$ cat src/rtl/nano_lsu_mc_pkg.sv
// Shared definitions for the nano_rv32i load/store path.
// Contents: RV32I load/store funct3 codes, error cause codes and the
// LSU FSM state type. No ports.
package nano_rv32i_pkg;

  localparam logic [2:0] F3_LB  = 3'b000;
  localparam logic [2:0] F3_LH  = 3'b001;
  localparam logic [2:0] F3_LW  = 3'b010;
  localparam logic [2:0] F3_LBU = 3'b100;
  localparam logic [2:0] F3_LHU = 3'b101;
  localparam logic [2:0] F3_SB  = 3'b000;
  localparam logic [2:0] F3_SH  = 3'b001;
  localparam logic [2:0] F3_SW  = 3'b010;

  localparam logic [1:0] CAUSE_NONE     = 2'b00;
  localparam logic [1:0] CAUSE_MISALIGN = 2'b01;
  localparam logic [1:0] CAUSE_TIMEOUT  = 2'b10;
  localparam logic [1:0] CAUSE_BUSERR   = 2'b11;

  typedef enum logic [1:0] {
    S_IDLE  = 2'b00,
    S_BUS   = 2'b01,
    S_RESP  = 2'b10,
    S_FAULT = 2'b11
  } lsu_state_t;

endpackage

$ cat src/rtl/nano_lsu_mc_if.sv
// Data-memory bus between the LSU (master) and the memory (slave).
// Master drives d_addr_o, d_data_o, d_be_o, d_rd_o, d_wr_o;
// slave drives d_data_i, d_ack_i, d_err_i.
interface nano_lsu_mc_if #(
  parameter int unsigned ADDR_W = 32
) ();

  logic [ADDR_W-1:0] d_addr_o;
  logic [31:0]       d_data_o;
  logic [3:0]        d_be_o;
  logic              d_rd_o;
  logic              d_wr_o;
  logic [31:0]       d_data_i;
  logic              d_ack_i;
  logic              d_err_i;

  modport master (
    output d_addr_o, d_data_o, d_be_o, d_rd_o, d_wr_o,
    input  d_data_i, d_ack_i, d_err_i
  );

  modport slave (
    input  d_addr_o, d_data_o, d_be_o, d_rd_o, d_wr_o,
    output d_data_i, d_ack_i, d_err_i
  );

endinterface

$ cat src/rtl/nano_lsu_mc_align.sv
// Combinational lane logic for the LSU.
// Inputs : we (store), funct3, addr_lo (addr[1:0]), wdata (rs2),
//          rdata (raw bus word).
// Outputs: be (byte enables), wlane (replicated store data),
//          rext (extracted/extended load data), bad (illegal funct3
//          or misaligned access).
module lsu_align
  import nano_rv32i_pkg::*;
(
  input  logic        we,
  input  logic [2:0]  funct3,
  input  logic [1:0]  addr_lo,
  input  logic [31:0] wdata,
  input  logic [31:0] rdata,
  output logic [3:0]  be,
  output logic [31:0] wlane,
  output logic [31:0] rext,
  output logic        bad
);

  logic [7:0]  sel_b;
  logic [15:0] sel_h;

  always_comb begin
    case (addr_lo)
      2'd0:    sel_b = rdata[7:0];
      2'd1:    sel_b = rdata[15:8];
      2'd2:    sel_b = rdata[23:16];
      default: sel_b = rdata[31:24];
    endcase
    sel_h = addr_lo[1] ? rdata[31:16] : rdata[15:0];
  end

  always_comb begin
    be    = '0;
    wlane = wdata;
    rext  = rdata;
    bad   = 1'b0;
    if (we) begin
      case (funct3)
        F3_SB: begin
          be    = 4'b0001 << addr_lo;
          wlane = {4{wdata[7:0]}};
        end
        F3_SH: begin
          be    = addr_lo[1] ? 4'b1100 : 4'b0011;
          wlane = {2{wdata[15:0]}};
          bad   = addr_lo[0];
        end
        F3_SW: begin
          be  = '1;
          bad = (addr_lo != 2'b00);
        end
        default: bad = 1'b1;
      endcase
    end else begin
      be = '1;
      case (funct3)
        F3_LB:   rext = {{24{sel_b[7]}}, sel_b};
        F3_LBU:  rext = {24'd0, sel_b};
        F3_LH: begin
          rext = {{16{sel_h[15]}}, sel_h};
          bad  = addr_lo[0];
        end
        F3_LHU: begin
          rext = {16'd0, sel_h};
          bad  = addr_lo[0];
        end
        F3_LW:   bad = (addr_lo != 2'b00);
        default: bad = 1'b1;
      endcase
    end
  end

endmodule

$ cat src/rtl/nano_lsu_mc.sv
// Multi-cycle load/store unit: registered data-memory bus master with
// byte enables, load extension, misalignment detection and a wait-state
// timeout.
// Ports: clk_i, rst_n_i (async active-low); core side req_i, we_i,
// funct3_i, addr_i, wdata_i, rdata_o, done_o, err_o, err_cause_o,
// busy_o; data bus through the bus interface (master modport).
module nano_lsu_mc
  import nano_rv32i_pkg::*;
#(
  parameter int unsigned ADDR_W  = 32,
  parameter int unsigned TIMEOUT = 16
) (
  input  logic              clk_i,
  input  logic              rst_n_i,
  input  logic              req_i,
  input  logic              we_i,
  input  logic [2:0]        funct3_i,
  input  logic [ADDR_W-1:0] addr_i,
  input  logic [31:0]       wdata_i,
  output logic [31:0]       rdata_o,
  output logic              done_o,
  output logic              err_o,
  output logic [1:0]        err_cause_o,
  output logic              busy_o,
  nano_lsu_mc_if.master     bus
);

  localparam int unsigned CW = (TIMEOUT > 0) ? $clog2(TIMEOUT + 1) : 1;
  localparam logic [CW-1:0] TO_LIM = CW'(TIMEOUT);

  lsu_state_t        state, state_n;
  logic [1:0]        cause_n;
  logic [CW-1:0]     cnt;
  logic              to_hit;
  logic [ADDR_W-1:0] addr_q;
  logic [31:0]       data_q;
  logic [3:0]        be_q;
  logic              rd_q, wr_q;
  logic [31:0]       rdata_q;
  logic [1:0]        cause_q;

  logic [3:0]  al_be;
  logic [31:0] al_wlane, al_rext;
  logic        al_bad;

  // Operands are held stable by the core for the whole access, so one
  // aligner instance serves both request formatting and load extraction.
  lsu_align u_align (
    .we      (we_i),
    .funct3  (funct3_i),
    .addr_lo (addr_i[1:0]),
    .wdata   (wdata_i),
    .rdata   (bus.d_data_i),
    .be      (al_be),
    .wlane   (al_wlane),
    .rext    (al_rext),
    .bad     (al_bad)
  );

  assign to_hit = (TIMEOUT != 0) && (cnt == TO_LIM);

  always_comb begin
    state_n = state;
    cause_n = cause_q;
    done_o  = 1'b0;
    err_o   = 1'b0;
    case (state)
      S_IDLE: if (req_i) begin
        if (al_bad) begin
          state_n = S_FAULT;
          cause_n = CAUSE_MISALIGN;
        end else begin
          state_n = S_BUS;
        end
      end
      S_BUS: begin
        // Bus error has priority over a coincident acknowledge.
        if (bus.d_err_i) begin
          state_n = S_FAULT;
          cause_n = CAUSE_BUSERR;
        end else if (bus.d_ack_i) begin
          state_n = S_RESP;
        end else if (to_hit) begin
          state_n = S_FAULT;
          cause_n = CAUSE_TIMEOUT;
        end
      end
      S_RESP: begin
        done_o  = 1'b1;
        state_n = S_IDLE;
      end
      default: begin
        err_o   = 1'b1;
        state_n = S_IDLE;
      end
    endcase
  end

  always_ff @(posedge clk_i or negedge rst_n_i) begin
    if (!rst_n_i) begin
      state   <= S_IDLE;
      cnt     <= '0;
      addr_q  <= '0;
      data_q  <= '0;
      be_q    <= '0;
      rd_q    <= 1'b0;
      wr_q    <= 1'b0;
      rdata_q <= '0;
      cause_q <= CAUSE_NONE;
    end else begin
      state   <= state_n;
      cause_q <= cause_n;
      if (state == S_IDLE && state_n == S_BUS) begin
        addr_q <= {addr_i[ADDR_W-1:2], 2'b00};
        data_q <= al_wlane;
        be_q   <= al_be;
        rd_q   <= ~we_i;
        wr_q   <= we_i;
        cnt    <= '0;
      end
      if (state == S_BUS) begin
        if (state_n != S_BUS) begin
          rd_q <= 1'b0;
          wr_q <= 1'b0;
        end else if (TIMEOUT != 0) begin
          cnt <= cnt + CW'(1);
        end
        if (state_n == S_RESP && rd_q) rdata_q <= al_rext;
      end
    end
  end

  assign busy_o       = req_i & ~(done_o | err_o);
  assign rdata_o      = rdata_q;
  assign err_cause_o  = cause_q;
  assign bus.d_addr_o = addr_q;
  assign bus.d_data_o = data_q;
  assign bus.d_be_o   = be_q;
  assign bus.d_rd_o   = rd_q;
  assign bus.d_wr_o   = wr_q;

endmodule

$ cat src/flat_wrapper.sv
// flat-port wrapper written by rule: the top's interface ports become plain ports
module nano_lsu_mc_flat import nano_rv32i_pkg::*;
#(
  parameter int unsigned ADDR_W  = 32,
  parameter int unsigned TIMEOUT = 16
)
  (clk_i, rst_n_i, req_i, we_i, funct3_i, addr_i, wdata_i, rdata_o, done_o, err_o, err_cause_o, busy_o, bus_d_addr_o, bus_d_data_o, bus_d_be_o, bus_d_rd_o, bus_d_wr_o, bus_d_data_i, bus_d_ack_i, bus_d_err_i);
  nano_lsu_mc_if #(.ADDR_W(ADDR_W)) bus_i ();
  input  logic clk_i;
  input  logic rst_n_i;
  input  logic req_i;
  input  logic we_i;
  input  logic [2:0] funct3_i;
  input  logic [ADDR_W-1:0] addr_i;
  input  logic [31:0] wdata_i;
  output logic [31:0] rdata_o;
  output logic done_o;
  output logic err_o;
  output logic [1:0] err_cause_o;
  output logic busy_o;
  output wire logic [$bits(bus_i.d_addr_o)-1:0] bus_d_addr_o;
  output wire logic [$bits(bus_i.d_data_o)-1:0] bus_d_data_o;
  output wire logic [$bits(bus_i.d_be_o)-1:0] bus_d_be_o;
  output wire logic [$bits(bus_i.d_rd_o)-1:0] bus_d_rd_o;
  output wire logic [$bits(bus_i.d_wr_o)-1:0] bus_d_wr_o;
  input wire logic [$bits(bus_i.d_data_i)-1:0] bus_d_data_i;
  input wire logic [$bits(bus_i.d_ack_i)-1:0] bus_d_ack_i;
  input wire logic [$bits(bus_i.d_err_i)-1:0] bus_d_err_i;
  assign bus_d_addr_o = bus_i.d_addr_o;
  assign bus_d_data_o = bus_i.d_data_o;
  assign bus_d_be_o = bus_i.d_be_o;
  assign bus_d_rd_o = bus_i.d_rd_o;
  assign bus_d_wr_o = bus_i.d_wr_o;
  assign bus_i.d_data_i = bus_d_data_i;
  assign bus_i.d_ack_i = bus_d_ack_i;
  assign bus_i.d_err_i = bus_d_err_i;
  nano_lsu_mc #(.ADDR_W(ADDR_W), .TIMEOUT(TIMEOUT)) u_core (.clk_i(clk_i), .rst_n_i(rst_n_i), .req_i(req_i), .we_i(we_i), .funct3_i(funct3_i), .addr_i(addr_i), .wdata_i(wdata_i), .rdata_o(rdata_o), .done_o(done_o), .err_o(err_o), .err_cause_o(err_cause_o), .busy_o(busy_o), .bus(bus_i));
endmodule
$ cat config.mk
export PLATFORM = sky130hd
export DESIGN_NAME = nano_lsu_mc_flat
export DESIGN_NICKNAME = d
export VERILOG_FILES = /design/src/rtl/nano_lsu_mc_pkg.sv /design/src/rtl/nano_lsu_mc_if.sv /design/src/rtl/nano_lsu_mc_align.sv /design/src/rtl/nano_lsu_mc.sv /design/src/flat_wrapper.sv
export SDC_FILE = /design/constraint.sdc
export NUM_CORES = 1
export LEC_CHECK = 0
export ABC_AREA = 1
export CAP_MARGIN = 20
export CORE_ASPECT_RATIO = 1.5
export CORE_MARGIN = 8
export CORE_UTILIZATION = 45
export CTS_CLUSTER_DIAMETER = 120
export DETAILED_ROUTE_END_ITERATION = 12
export GPL_TIMING_DRIVEN = 0
export PLACE_DENSITY = 0.81
export REMOVE_ABC_BUFFERS = 1
export SLEW_MARGIN = 20
export SYNTH_ARGS = -nofsm -noshare
export SYNTH_HDL_FRONTEND = slang
export SYNTH_HIERARCHICAL = 1
export SYNTH_SLANG_ARGS = --single-unit
$ cat constraint.sdc
create_clock -name clk_i -period 2 [get_ports clk_i]
set_clock_uncertainty 0.2 [all_clocks]
set_input_delay 0.4 -clock clk_i [delete_from_list [all_inputs] [get_ports clk_i]]
set_output_delay 0.4 -clock clk_i [all_outputs]
set_load 0.02 [all_outputs]
==> results.json <==
{
  "ant_nets": 0,
  "ys_seq_area_frac": 0.474,
  "drt_iter0_markers": 264,
  "area_growth_pct": 53.3,
  "postSynthAreaPerCell_um2": 7.79,
  "slew_headroom": 0.637,
  "drive_above_1_share": 0.171,
  "crit_path_start_kind": "input port",
  "port_buffers": 209,
  "maxCapViolations": 0,
  "yosysWarnings": 6,
  "worstPathMaxFanout": 8,
  "period_needed_ns": 1.98,
  "cts.path.max_buffers": 2,
  "r2r_start": "u_core/cnt[0]",
  "arrival_ns": 2.05,
  "synth_top_area_cell": "dfrtp_1",
  "setup-violations-final": 0,
  "synth_top_area_frac": 0.474,
  "worstMarginPinSlew_ns": 0.544,
  "r2r_slack_ns": 0.04,
  "worstPathRequired_ns": 2.08,
  "dp_hpwl_mm": 12.7,
  "rsz0062_at_grt": "yes",
  "hold_viol": 0,
  "ys_ff_latch": 109,
  "r2r-end": "u_core/bus.d_rd_o",
  "grt_overflow_total": 0,
  "fillers": 975,
  "num_vias": 5708,
  "core_area_um2": 12500,
  "gp_congestion": 0.763,
  "outcome": "completed",
  "path_class": "input port to register",
  "wl_per_cell_um": 17.6,
  "firstDrtPassIters": 4,
  "finalMaxSlewViolations": 0,
  "grt_max_degree": 56,
  "r2r_cells": 12,
  "tritoncts": "done",
  "dpl_cell_area_um2": 7840,
  "die_x_um": 108,
  "design_area_um2": 8830,
  "powerDensity_nw_per_um2": 1350,
  "cts-root-buf": "clkbuf_16",
  "seqCellArea_um2": 2730,
  "clk_pin_slew_ns": 0.08,
  "ir_drop_uv": 594,
  "nNetsFinal": 1068,
  "worstHoldPathType": "register to register",
  "final.period_utilization": 0.989,
  "min_from": "u_core/bus.d_data_o[23]",
  "initial_core_util": 0.460,
  "p_leak_nw": 4.45,
  "avgViaCountPerCell": 5.08,
  "crit_path_end_kind": "register",
  "antenna_found_initial": 0,
  "synth.cell_area_um2": 5760,
  "synth.distinct_cells": 30,
  "rows": 50,
  "cts.sinks": 109,
  "multi_input_area_um2": 2720,
  "first_global_vias": 5715,
  "worstSkewPairLatency_ns": 0.34,
  "synth_area_leaders": "dfrtp_1 (47%), nand2_1 (22%), mux2_2 (5.3%)",
  "ios": 212,
  "grt_pass1_wl_mm": 30.0,
  "fmax_mhz": 506,
  "die_h_um": 155,
  "drc": 0,
  "min_to": "u_core/bus.d_data_o[23]",
  "finish.utilization": 0.705,
  "grtUsageTotal": 0.227,
  "syn_inst": 739,
  "die_area_um2": 16700,
  "wirelength_mm": 19.8,
  "cts_buffers": 9,
  "htreeDepth": 3,
  "hold_path_depth": 2
}
[cell type report]
class / instances / share of cell area
Inverter: 59 / 0.0286
Timing Repair Buffer: 249 / 0.288
Multi-Input combinational cell: 529 / 0.308
Sequential cell: 109 / 0.309
Tap cell: 156 / 0.0221
Clock buffer: 9 / 0.0255
Clock inverter: 7 / 0.00992
Timing Repair inverter: 4 / 0.00780
Antenna cell: 1 / 0.000284
[per-stage QoR]
step | hold WS [ns] | power, mW | instances | setup WS [ns] | TNS, ns
2_1_floorplan | -0.0956 | 6.39 | 695 | -1.90 | -147.27
4_1_cts | 0.284 | 11.8 | 1104 | -0.0280 | -0.0455
3_5_place_dp | 0.196 | 9.19 | 1064 | -2.78 | -243.76
5_1_grt | 0.298 | 12.7 | 1122 | -0.0611 | -1.13
3_3_place_gp | 0.261 | 9.04 | 1060 | -4.65 | -809.88
6_report | 0.279 | 12.0 | 1123 | 0.0226 | 0
[synthesized netlist by cell type]
cell / count
mux2_2: 27
o21ai_0: 14
o211ai_1: 6
or2_2: 2
conb_1: 1
buf_6: 4
inv_2: 7
nand3_1: 18
ha_1: 2
or2_4: 1
nor3_1: 1
nand4_1: 4
buf_4: 17
o21ai_1: 10
inv_1: 52
o21ai_2: 7
nor2_1: 31
nor2_2: 4
nor2_4: 1
buf_2: 22
nand2_1: 337
nand2_4: 3
clkbuf_1: 2
nand2_2: 13
nand4_2: 1
mux2_1: 5
o22ai_1: 10
a21oi_1: 27
dfrtp_1: 109
nand3_4: 1
[metal layers]
metal / up-vias / wire (um) / GRT usage
met2: 206 / 10400 / 0.397
met3: 32 / 1490 / 0.0553
met1: 2724 / 7380 / 0.251
met4: 0 / 578 / 0.102
met5: - / 0 / 0
li1: 2746 / - / -
[placed cells by master (no fill, tap or decap), drive strengths merged, types with 2 or more instances in the layout]
master / count
conb: 2
nor2: 37
nand4: 6
o22ai: 10
dfrtp: 109
o21ai: 31
inv: 65
or2: 3
dlymetal6s2s: 2
clkinv: 4
dlygate4sd2: 2
a21oi: 27
ha: 2
nand3: 19
mux2: 32
clkbuf: 10
nand2: 353
o211ai: 6
clkdlybuf4s50: 197
buf: 44
[critical path: stages]
cell,delay (ns)
buf_12,0.11
nor2_4,0.20
buf_6,0.13
nor2_2,0.03
o21ai_1,0.09
o21ai_1,0.08
inv_1,0.08
nand2_2,0.09
nand3_4,0.10
nand4_4,0.19
buf_12,0.24
nor2_4,0.14
inv_2,0.04
a21oi_2,0.11
[where the power goes]
group	internal [mW]	switching, mW	leakage [nW]
sequential	3.15	0.508	1.39
clock	1.00	0.881	0.154
combinational	2.93	3.48	2.90
[repair_timing]
item                                    4_1_cts  5_1_grt
gates cloned                                  7        2
endpoints found under the setup margin      111       92
hold buffers                                  1        0
buffers inserted                             16       16
endpoints found under the hold margin        54        0
pin swaps                                     7       16
resized for setup                            58       58
[flip-flops by register name, indices dropped and copies added, names as in the netlist]
signal               flops
u_core/bus.d_addr_o     30
u_core/bus.d_be_o        4
u_core/bus.d_data_o     32
u_core/bus.d_rd_o        1
u_core/bus.d_wr_o        1
u_core/cnt               5
u_core/err_cause_o       2
u_core/rdata_o          32
u_core/state             2
[cells by family after synthesis]
| logic type | synth area share |
|---|---|
| and+or+nand+nor | 0.296 |
| DFF | 0.474 |
| buffers and inverters | 0.0889 |
| AOI/OAI and AO/OA | 0.0737 |
| muxes | 0.0626 |
| adders and majority gates | 0.00435 |
| other | 0.000651 |
[worst max-delay path by stage]
stage | slack, ns | start | endpoint
after floorplan | -1.90 | funct3_i[0] | u_core/bus.d_addr_o[10]
after global placement | -4.65 | funct3_i[0] | u_core/bus.d_addr_o[13]
after detailed placement | -2.78 | funct3_i[0] | u_core/bus.d_addr_o[13]
after CTS | -0.03 | u_core/cnt[0] | u_core/cnt[3]
after global routing | -0.06 | u_core/cnt[0] | u_core/bus.d_rd_o
final | 0.02 | funct3_i[1] | u_core/bus.d_rd_o
No activity file was read; power rests on OpenSTA's default activity.
